## config.mk

```make
export PLATFORM = sky130hd
export DESIGN_NAME = bp_resolve_queue
export DESIGN_NICKNAME = d
export VERILOG_FILES = /design/src/rtl/bp_pkg.sv /design/src/rtl/bpq_entry_ram.sv /design/src/rtl/bp_resolve_queue.sv
export SDC_FILE = /design/constraint.sdc
export NUM_CORES = 1
export LEC_CHECK = 0
export ABC_AREA = 1
export CORE_MARGIN = 10
export CORE_UTILIZATION = 35
export CTS_BUF_LIST = sky130_fd_sc_hd__clkbuf_2
export DETAILED_ROUTE_END_ITERATION = 10
export GPL_TIMING_DRIVEN = 0
export SYNTH_ARGS = -nofsm -noshare
export SYNTH_HDL_FRONTEND = slang
export SYNTH_SLANG_ARGS = --single-unit
```

## constraint.sdc

```tcl
create_clock -name clk -period 5.6 [get_ports clk]
set_input_delay 1.12 -clock clk [delete_from_list [all_inputs] [get_ports clk]]
set_output_delay 1.12 -clock clk [all_outputs]
set_load 0.03 [all_outputs]
```

## src/rtl/bp_pkg.sv

```systemverilog
// Shared gshare predictor types, sizes and the PHT index hash.
package bp_pkg;

  localparam int unsigned GHR_W     = 8;
  localparam int unsigned ADDR_W    = 32;
  localparam int unsigned BPQ_DEPTH = 8;

  typedef struct packed {
    logic [GHR_W-1:0] idx;
    logic [GHR_W-1:0] ghr;
    logic             pred_taken;
  } bpq_entry_t;

  // PHT index: low PC bits xor global history (truncating cast keeps pc[GHR_W-1:0]).
  function automatic logic [GHR_W-1:0] gshare_index(input logic [ADDR_W-1:0] pc,
                                                     input logic [GHR_W-1:0]  ghr);
    return GHR_W'(pc) ^ ghr;
  endfunction

endpackage

```

## src/rtl/bpq_entry_ram.sv

```systemverilog
// In-flight prediction storage: one write port at the tail, async read at the head.
module bpq_entry_ram #(
  parameter int unsigned DEPTH = bp_pkg::BPQ_DEPTH
) (
  input  logic                     clk,
  input  logic                     wr_en,
  input  logic [$clog2(DEPTH)-1:0] wr_addr,
  input  bp_pkg::bpq_entry_t       wr_data,
  input  logic [$clog2(DEPTH)-1:0] rd_addr,
  output bp_pkg::bpq_entry_t       rd_data
);
  import bp_pkg::*;

  bpq_entry_t mem_q [DEPTH];
  bpq_entry_t mem_d [DEPTH];

  // Next contents: write the tail slot when enabled; no reset, occupancy lives in pointers.
  always_comb begin
    mem_d = mem_q;
    if (wr_en) mem_d[wr_addr] = wr_data;
  end

  // Storage register.
  always_ff @(posedge clk) begin
    mem_q <= mem_d;
  end

  assign rd_data = mem_q[rd_addr];

endmodule

```

## src/rtl/bp_resolve_queue.sv

```systemverilog
// In-order resolve queue for gshare predictions: trains the PHT and recovers the GHR on mispredict.
module bp_resolve_queue #(
  parameter int unsigned DEPTH  = bp_pkg::BPQ_DEPTH,
  parameter int unsigned ADDR_W = bp_pkg::ADDR_W,
  parameter int unsigned GHR_W  = bp_pkg::GHR_W
) (
  input  logic                     clk,
  input  logic                     reset,
  input  logic                     alloc_valid,
  output logic                     alloc_ready,
  input  logic [ADDR_W-1:0]        alloc_pc,
  input  logic [GHR_W-1:0]         alloc_ghr,
  input  logic                     alloc_pred_taken,
  output logic [$clog2(DEPTH)-1:0] alloc_tag,
  input  logic                     resolve_valid,
  input  logic                     resolve_taken,
  output logic                     upd_valid,
  output logic [GHR_W-1:0]         upd_index,
  output logic                     upd_taken,
  output logic                     mispredict,
  output logic [GHR_W-1:0]         restore_ghr,
  output logic [$clog2(DEPTH):0]   count,
  output logic                     empty
);
  import bp_pkg::*;

  localparam int unsigned PTR_W = $clog2(DEPTH);
  localparam int unsigned CNT_W = PTR_W + 1;

  logic [PTR_W-1:0] head_q, head_d, tail_q, tail_d;
  logic [CNT_W-1:0] count_q, count_d;
  logic             ready_q, ready_d, empty_q, empty_d;
  logic             upd_valid_q, upd_valid_d, upd_taken_q, upd_taken_d;
  logic [GHR_W-1:0] upd_index_q, upd_index_d;
  logic             mispredict_q, mispredict_d;
  logic [GHR_W-1:0] restore_q, restore_d;

  logic       alloc_fire, resolve_fire, mis;
  bpq_entry_t wr_entry, head_entry;

  assign alloc_fire   = alloc_valid && ready_q;
  assign resolve_fire = resolve_valid && !empty_q;
  assign mis          = resolve_fire && (resolve_taken != head_entry.pred_taken);

  assign wr_entry.idx        = gshare_index(alloc_pc, alloc_ghr);
  assign wr_entry.ghr        = alloc_ghr;
  assign wr_entry.pred_taken = alloc_pred_taken;

  bpq_entry_ram #(.DEPTH(DEPTH)) u_ram (
    .clk     (clk),
    .wr_en   (alloc_fire),
    .wr_addr (tail_q),
    .wr_data (wr_entry),
    .rd_addr (head_q),
    .rd_data (head_entry)
  );

  // Pointer/count update, training outputs and mispredict flush.
  always_comb begin
    head_d       = head_q;
    tail_d       = tail_q;
    count_d      = count_q;
    upd_valid_d  = 1'b0;
    upd_index_d  = upd_index_q;
    upd_taken_d  = upd_taken_q;
    mispredict_d = 1'b0;
    restore_d    = restore_q;

    if (resolve_fire) begin
      upd_valid_d = 1'b1;
      upd_index_d = head_entry.idx;
      upd_taken_d = resolve_taken;
    end

    if (mis) begin
      // Everything younger than the head is wrong-path, including a same-cycle alloc.
      head_d       = '0;
      tail_d       = '0;
      count_d      = '0;
      mispredict_d = 1'b1;
      restore_d    = {head_entry.ghr[GHR_W-2:0], resolve_taken};
    end else begin
      if (alloc_fire)   tail_d = tail_q + PTR_W'(1);
      if (resolve_fire) head_d = head_q + PTR_W'(1);
      count_d = count_q + CNT_W'(alloc_fire) - CNT_W'(resolve_fire);
    end

    ready_d = (count_d != CNT_W'(DEPTH));
    empty_d = (count_d == '0);
  end

  // State and output registers with synchronous reset.
  always_ff @(posedge clk) begin
    if (reset) begin
      head_q       <= '0;
      tail_q       <= '0;
      count_q      <= '0;
      ready_q      <= 1'b1;
      empty_q      <= 1'b1;
      upd_valid_q  <= 1'b0;
      upd_index_q  <= '0;
      upd_taken_q  <= 1'b0;
      mispredict_q <= 1'b0;
      restore_q    <= '0;
    end else begin
      head_q       <= head_d;
      tail_q       <= tail_d;
      count_q      <= count_d;
      ready_q      <= ready_d;
      empty_q      <= empty_d;
      upd_valid_q  <= upd_valid_d;
      upd_index_q  <= upd_index_d;
      upd_taken_q  <= upd_taken_d;
      mispredict_q <= mispredict_d;
      restore_q    <= restore_d;
    end
  end

  assign alloc_ready = ready_q;
  assign alloc_tag   = tail_q;
  assign count       = count_q;
  assign empty       = empty_q;
  assign upd_valid   = upd_valid_q;
  assign upd_index   = upd_index_q;
  assign upd_taken   = upd_taken_q;
  assign mispredict  = mispredict_q;
  assign restore_ghr = restore_q;

endmodule

```

==> out/summary.txt, run 1 <==
Status: complete, no violations
Worst-path clk slew: 220 ps
Clock sink total: 159
TritonCTS Buffers: 17
Clock Latency Late Sink: 740 ps
Cells after Synth: 538
Share of layout cells above drive strength 1: 10.5%
Final Hold Viols: 0
Fmax: 0.306 GHz
Via Count: 4259
Grt ovf: 0
Nets@finish: 667
I/O Buffers: 49
Hold crit path type: flip-flop to flip-flop
Pleak: 0.00265 uW
Area delta synth->final: 18.0%
Vias/cell: 4.98
Max-cap violation count: 0
Yosys Warn Count: 0
Post-Place Cells: 824
Setup crit end kind: flip-flop
Initial Utilization: 35.4%
Tightest Pin Transition: 719 ps
IO Pins: 74
Storage cell area: 4460 sq um
Routed len/inst: 18.1 microns
Vias in the first global route: 4098
Min Tclk post-route: 3270 ps
VDD IR max: 0.217 mV
Fillers: 1648
Most common cell after layout, fill and taps aside: edfxtp_1
Die area: 23800 sq um
CTS root buf: clkbuf_2
Setup TNS: 0 ps
Global-route wire length before repair: 23500 microns
PwrDens: 388 nW/um^2
Distinct cells, synth: 26
Top cell type by total area after synthesis: edfxtp_1
Synth top area share: 60.9%
Synth top area cells: edfxtp_1, dfxtp_1, nand2_1
Synthesized area per cell: 11.7 sq um
# diodes: 0
Drt pass-1 iters: 5
Most frequent cells in the layout: edfxtp_1, nand2_1, nand3_1
Max clock buf depth: 2
Yosys reg bits: 159
Routed Antenna Nets: 0
RSZ-0062 raised after global routing: no
Initial antenna violation count: 0
Remaining DRCs: 0
Total GRT Usage: 13.0%
Iter 0 DRT Violations: 341
Post-CTS sizing: 0
H-tree levels: 4
Crit path DAT: 3870 ps
Slew headroom: 52.1%
DP Wirelength: 10600 microns
Endpoints failing setup: 0
Die height: 154 microns
Multi-input logic area: 1630 sq um
CORE AREA: 17800 sq um
Die W: 154 microns
Type of origin of the critical path: input port
Largest net degree at the start of global routing: 17
Post-CTS setup buffers: 0
Syn_nets: 591
Fin crit share: 58.4%
Synthesized area: 6310 sq um
# rows: 49
Slew Limit Fails: 0
Crit path kind: input port to flip-flop
Register area share after synthesis: 70.7%
GPL Wtd Cong: 0.793
Worst Clk Skew: 23.6 ps
Hold-fix buffers, CTS: 0
Final non-filler cell total: 856
Worst Path Required: 6210 ps
Post-Route WL: 15500 microns
Design Power: 2890 uW
CTS tree: built
Crit path max fanout: 10
-- layout make-up --
class | instances | share of cell area (%)
plain buffers | 28 | 1.78
clock inverters | 13 | 1.65
inverters | 28 | 1.41
multi-input cells | 323 | 21.9
flip-flops and latches | 159 | 60.0
well taps | 229 | 3.85
clock buffers | 19 | 1.28
repair buffers | 57 | 8.20
-- critical path, cell delays in order --
cell and delay (ps):
clkdlybuf4s50_1 450, inv_1 30, nor2_1 450, clkbuf_1 420, ha_1 310, inv_1 50
ha_1 150, inv_1 60, fa_1 370, xnor2_1 190, inv_1 70, nand3_1 90
o211ai_1 100
-- routing by layer --
metal  global-route usage (%)  share of wire [%]
met5                        0                  0
met4                     4.77                2.0
met3                     4.16                7.3
met2                     20.5                 47
met1                     16.2                 44
-- metrics by stage --
| step | cell area [sq um] | util, % | setup WS [ps] | hold slack [ps] |
|---|---|---|---|---|
| after detailed placement | 7230 | 40.5 | 1550 | 454 |
| final | 7450 | 41.7 | 2330 | 479 |
| after floorplan | 6310 | - | 2420 | 580 |
| after global routing | 7450 | 41.7 | 2190 | 499 |
| after global placement | 7090 | 39.7 | 1640 | 449 |
| after CTS | 7450 | 41.7 | 2350 | 478 |
-- cells in the mapped netlist --
cell and n:
xor2_1 12, dfxtp_1 31, o22ai_1 8, nand2_1 99
nand3_2 3, o221ai_1 8, nand2_2 1, inv_2 1
clkinv_1 1, fa_1 1, o211ai_1 1, nor2_4 1
buf_6 2, ha_1 6, edfxtp_1 128, o21ai_0 48
inv_1 26, nor2_2 2, nand4_1 2, o21ai_1 2
clkbuf_1 16, nor2_1 53, nand3_1 63, a21oi_1 11
buf_2 10, xnor2_1 2
-- power breakdown --
| part | internal [uW] | switching, uW |
|---|---|---|
| Sequential | 1400 | 47.6 |
| Combinational | 284 | 571 |
| Clock | 199 | 382 |
| Total | 1890 | 1000 |
-- final timing paths --
| path | startpoint | to | slack, ps | depth (start not counted) |
|---|---|---|---|---|
| setup / recovery | resolve_valid | empty | 2330 | 13 |
| hold / removal | upd_taken | upd_taken | 480 | 2 |
| setup reg to reg | empty | empty | 2860 | 11 |
| hold reg to reg | upd_taken | upd_taken | 480 | 2 |
-- cell families after synthesis --
logic type	synth area share, %
buffers and inverters	3.77
flip-flops	70.7
AO/OA/AOI/OAI	6.86
XOR/XNOR	1.94
AND/OR/NAND/NOR	15.2
adder cells (fa/ha/maj)	1.51
-- sequential cells by signal (all words and copies together), names as in the netlist --
name / cells
alloc_tag: 3
count: 4
upd_taken: 1
alloc_ready: 1
mispredict: 1
upd_index: 8
head_q: 3
restore_ghr: 8
u_ram.mem_q: 128
upd_valid: 1
empty: 1
Power figures use the tool's default switching activity.
==> run 2, diff against run 1 <==
==> constraint.sdc (replaced) <==
create_clock -name clk -period 3.35 [get_ports clk]
set_input_delay 0.67 -clock clk [delete_from_list [all_inputs] [get_ports clk]]
set_output_delay 0.67 -clock clk [all_outputs]
set_load 0.03 [all_outputs]
==> results of run 2 <==
Same layout as run 1 (identical final DEF). Status: complete, no violations.
Among the figures that moved: setup slack after placement 1550 ps -> -253 ps; setup slack after layout 2330 ps -> 532 ps; register-to-register setup slack 2860 ps -> 610 ps; total power 2890 uW -> 4830 uW; worst IR drop on VDD 0.217 mV -> 0.362 mV
